## config.mk

```make
export PLATFORM = sky130hd
export DESIGN_NAME = bcd6_display_scan
export DESIGN_NICKNAME = d
export VERILOG_FILES = /design/src/rtl/seg7_pkg.sv /design/src/rtl/bcd_to_seg7.sv /design/src/rtl/bcd6_display_scan.sv
export SDC_FILE = /design/constraint.sdc
export NUM_CORES = 1
export LEC_CHECK = 0
export CORE_UTILIZATION = 36
export CTS_CLUSTER_DIAMETER = 100
export DETAILED_ROUTE_END_ITERATION = 12
export GPL_TIMING_DRIVEN = 0
export PLACE_DENSITY = 0.64
export RECOVER_POWER = 25
export SYNTH_ARGS = -nofsm -noshare
export SYNTH_HDL_FRONTEND = slang
export SYNTH_SLANG_ARGS = --single-unit
export TNS_END_PERCENT = 20
```

## constraint.sdc

```tcl
create_clock -name clk -period 2.8 [get_ports clk]
set_clock_uncertainty 0.1 [all_clocks]
set_input_delay 0.42 -clock clk [delete_from_list [all_inputs] [get_ports clk]]
set_output_delay 0.42 -clock clk [all_outputs]
set_load 0.05 [all_outputs]
```

## src/rtl/seg7_pkg.sv

```systemverilog
// Shared seven-segment constants for the display path.
// Segment codes are active-low, bit order {dp,g,f,e,d,c,b,a}.
package seg7_pkg;

    localparam logic [7:0] SEG_0     = 8'hC0;
    localparam logic [7:0] SEG_1     = 8'hF9;
    localparam logic [7:0] SEG_2     = 8'hA4;
    localparam logic [7:0] SEG_3     = 8'hB0;
    localparam logic [7:0] SEG_4     = 8'h99;
    localparam logic [7:0] SEG_5     = 8'h92;
    localparam logic [7:0] SEG_6     = 8'h82;
    localparam logic [7:0] SEG_7     = 8'hF8;
    localparam logic [7:0] SEG_8     = 8'h80;
    localparam logic [7:0] SEG_9     = 8'h90;
    localparam logic [7:0] SEG_DASH  = 8'hBF;
    localparam logic [7:0] SEG_BLANK = 8'hFF;

    localparam logic [3:0] AN_OFF    = 4'hF;

    typedef logic [5:0][3:0] bcd6_t;

endpackage

```

## src/rtl/bcd_to_seg7.sv

```systemverilog
// BCD digit to active-low seven-segment pattern.
// Non-decimal codes render as a dash.
module bcd_to_seg7
    import seg7_pkg::*;
(
    input  logic [3:0] bcd,
    output logic [7:0] seg
);

    // Pure lookup; dp stays off in every pattern.
    always_comb begin
        seg = SEG_DASH;
        case (bcd)
            4'd0:    seg = SEG_0;
            4'd1:    seg = SEG_1;
            4'd2:    seg = SEG_2;
            4'd3:    seg = SEG_3;
            4'd4:    seg = SEG_4;
            4'd5:    seg = SEG_5;
            4'd6:    seg = SEG_6;
            4'd7:    seg = SEG_7;
            4'd8:    seg = SEG_8;
            4'd9:    seg = SEG_9;
            default: seg = SEG_DASH;
        endcase
    end

endmodule

```

## src/rtl/bcd6_display_scan.sv

```systemverilog
// Double-buffered 6-digit BCD capture driving a 4-digit
// multiplexed common-anode display through a movable window.
module bcd6_display_scan
    import seg7_pkg::*;
#(
    parameter int SCAN_DIV = 100000
) (
    input  logic       clk,
    input  logic       rst,
    input  logic [3:0] bcd_5,
    input  logic [3:0] bcd_4,
    input  logic [3:0] bcd_3,
    input  logic [3:0] bcd_2,
    input  logic [3:0] bcd_1,
    input  logic [3:0] bcd_0,
    input  logic       load,
    input  logic [1:0] win_sel,
    output logic       load_ready,
    output logic       frame_done,
    output logic [3:0] an,
    output logic [7:0] seg
);

    localparam int CW = $clog2(SCAN_DIV);
    localparam logic [CW-1:0] CNT_MAX = CW'(SCAN_DIV - 1);

    logic [CW-1:0] cnt;
    logic [1:0]    idx;
    logic          tick;
    logic          pending;
    bcd6_t         stage;
    bcd6_t         disp;
    logic [1:0]    win;
    logic [2:0]    pos;
    logic [3:0]    cur_digit;
    logic [7:0]    cur_seg;

    assign tick       = (cnt == CNT_MAX);
    assign frame_done = tick && (idx == 2'd3);
    assign load_ready = ~pending;

    // A window of 3 would run off the top digit; clamp to 2.
    assign win       = (win_sel == 2'd3) ? 2'd2 : win_sel;
    assign pos       = {1'b0, win} + {1'b0, idx};
    assign cur_digit = disp[pos];

    bcd_to_seg7 u_dec (
        .bcd (cur_digit),
        .seg (cur_seg)
    );

    // Prescaler and digit index advance together on each tick.
    always_ff @(posedge clk) begin
        if (rst) begin
            cnt <= '0;
            idx <= 2'd0;
        end else if (tick) begin
            cnt <= '0;
            idx <= idx + 2'd1;
        end else begin
            cnt <= cnt + 1'b1;
        end
    end

    // Stage absorbs loads; disp only changes at a frame boundary,
    // and a coincident load re-arms pending after the swap.
    always_ff @(posedge clk) begin
        if (rst) begin
            stage   <= '0;
            disp    <= '0;
            pending <= 1'b0;
        end else begin
            if (frame_done && pending) begin
                disp    <= stage;
                pending <= 1'b0;
            end
            if (load) begin
                stage   <= {bcd_5, bcd_4, bcd_3, bcd_2, bcd_1, bcd_0};
                pending <= 1'b1;
            end
        end
    end

    // Registered pins so an and seg always switch together.
    always_ff @(posedge clk) begin
        if (rst) begin
            an  <= AN_OFF;
            seg <= SEG_BLANK;
        end else begin
            an  <= ~(4'b0001 << idx);
            seg <= cur_seg;
        end
    end

endmodule
```

==> qor.yml <==
logic_synthesis:
  synth_cell_types: 45
  synth_edf_count: 0
  synthArstFlopShare: 0
  synthesis.nets: 402
  yosysTopAreaCell: "dfxtp_1"
  yosys_warnings: 0
  netlist_area_mm2: 0.003426
  ys_ff_latch: 79
  seq_area_frac_synth: 0.4617
  synthesis.instances: 363
  ys.flop_type: "dfxtp_1"
  avgSynthCellArea_um2: 9.437
  yosysTopAreaCellShare: 0.4617
  synthTopCellsByArea: "dfxtp_1 46%, mux2i_1 11%, nor2_1 6.0%"
flow_run:
  maxCapViolCount: 0
drt:
  dr.max_layer_used: "met4"
  first_iter_violations: 87
  drc_errors: 0
  vias_per_cell: 4.673
  dr_wl_met2_um: 3373
  drtAntennaViolNets: 0
  routed-wl-met3_um: 212
  routedWlPerCell_um: 12.96
  dr.pass1.iters: 4
  routed_wl_um: 7256
  via_count: 2617
  wl_met1_um: 3484
clocking:
  hold_buffers: 0
  tritoncts: "done"
  htree_levels: 3
  cts_buffer_depth: 2
  worstSkewPairLatency_ps: 360
  numCtsBuffers: 9
  cts-root-buf: "clkbuf_8"
  path_clk_slew_ps: 80
  clock_sinks: 79
worst_setup_path:
  cp.arrival_ps: 2880
  path_class: "input pin to flop"
  end_kind: "flop"
  critPathMaxFanout: 5
  required_ps: 2940
  worstSetupStartpointType: "input pin"
final_layout:
  fill_cells: 863
  multi_input_area_mm2: 0.001797
  layout-drive-gt1-share: 0.2529
  nets: 466
  final_area_mm2: 0.004464
  final_common_cell: "dfxtp_1"
  final_cell_mix: "78 x dfxtp_1, 50 x nor2_1, 37 x nand2_1"
  regArea_mm2: 0.001585
  area_delta_synth_final_pct: 30.31
  antenna_cells: 0
sta:
  max_freq_mhz: 364.7
  final_max_slew_viol_count: 0
  fin_ws_ps: 57.89
  setup_tns_ps: 0
  worstMarginPinSlew_ps: 802.3
  hold_violations: 0
  whs_ps: 354.0
  setup_viol: 0
  fin_crit_ps: 2742
  post-route-period-util: 0.9793
  max-slew-margin-rel: 0.4652
grt:
  grt_use_total: 0.1550
  antenna_found_initial: 0
  grt_max_degree: 13
  grt_pass1_vias: 2494
  grt_pass1_wl_um: 11870
  grt-ovfl-total: 0
place:
  post-dp-hpwl_um: 4890
  place_area_mm2: 0.003993
  port_buffers: 40
  preCtsSetupSlack_ps: -987.7
  gp_congestion: 0.7942
pwr:
  leakage_nw: 1.726
  finalPower_mw: 2.398
  power-per-cell-area_mw_per_mm2: 537.2
  ir_worst_vdd_uv: 220.6
floorplan:
  start_util: 0.3708
  ios: 43
  dieArea_mm2: 0.009910
  rows: 35
  core_area_mm2: 0.009240
  die-height_um: 99.55
  dieWidth_um: 99.55
min_path:
  hold_class: "flop to flop"
outcome:
  outcome: "completed"
-- synthesized netlist by cell type (all sizes together), types with 5 or more instances --
cell type / n
nor2: 55
a21oi: 28
o21ai: 6
and3: 6
ha: 9
dfxtp: 79
nand2: 57
inv: 9
xnor2: 5
clkbuf: 11
buf: 10
nand3: 6
mux2i: 37
xor2: 9
-- worst max-delay path, cell delays in order --
cell           delay, ps
dlygate4sd2_1        190
nor2b_4              160
ha_4                 140
inv_2                 30
fa_2                 560
buf_6                150
mux2i_2              240
nor2_2                80
nor3_4               220
buf_4                180
ha_4                 130
o21ai_0               60
or3_1                300
-- final timing paths --
check | from | end | slack (ps) | cells past startpoint
worst max register to register | idx[1]$_SDFFE_PP0P_ | seg[3]$_SDFF_PP1_ | 100 | 10
worst min register to register | stage[0]$_SDFFE_PP0P_ | disp[0]$_SDFFE_PP0P_ | 350 | 2
worst max-delay path | win_sel[0] | seg[3]$_SDFF_PP1_ | 60 | 13
worst min-delay path | stage[0]$_SDFFE_PP0P_ | disp[0]$_SDFFE_PP0P_ | 350 | 2
-- stage by stage --
step,utilization,std cells
floorplan,-,363
finish,0.4831,560
global placement,0.4321,532
CTS,0.4808,559
detailed placement,0.4321,532
global route,0.4831,560
-- area by class of cell --
class	count	area share
Sequential cell	79	0.3551
Clock inverter	3	0.02018
Clock buffer	12	0.03475
Multi-Input combinational cell	253	0.4025
Buffer	20	0.02999
Tap cell	129	0.03615
Inverter	10	0.008408
Timing Repair Buffer	54	0.1129
-- repair_timing --
| item | 4_1_cts | 5_1_grt |
|---|---|---|
| cloned | 1 | 0 |
| setup endpoints to repair | 8 | 6 |
| setup buffers | 12 | 2 |
| resized for setup | 34 | 9 |
| pin swaps | 10 | 6 |
-- logic make-up after synthesis --
kind of cell,after synthesis,share of synthesized area
mux,38,0.1114
fa+ha+maj,10,0.03872
flops,79,0.4617
simple gates,147,0.2085
compound gates,43,0.09350
buf+inv,31,0.04930
other cells,1,0.001095
xor+xnor,14,0.03579
-- report_power, final --
group          internal, mW  total [mW]  switching, mW
registers              1.15        1.17         0.0190
clock network         0.637        1.05          0.409
logic                0.0854       0.180         0.0950
-- sequential cells by signal, indices dropped and copies added (netlist names) --
signal	count
disp	24
an	4
pending	1
cnt	17
idx	2
stage	24
seg	7
-- metal layers --
layer	global-route usage	up-vias
met5	0	-
met4	0.08710	0
met3	0.03233	16
met2	0.2479	54
met1	0.1944	1213
li1	-	1334
Power figures use the tool's default switching activity.
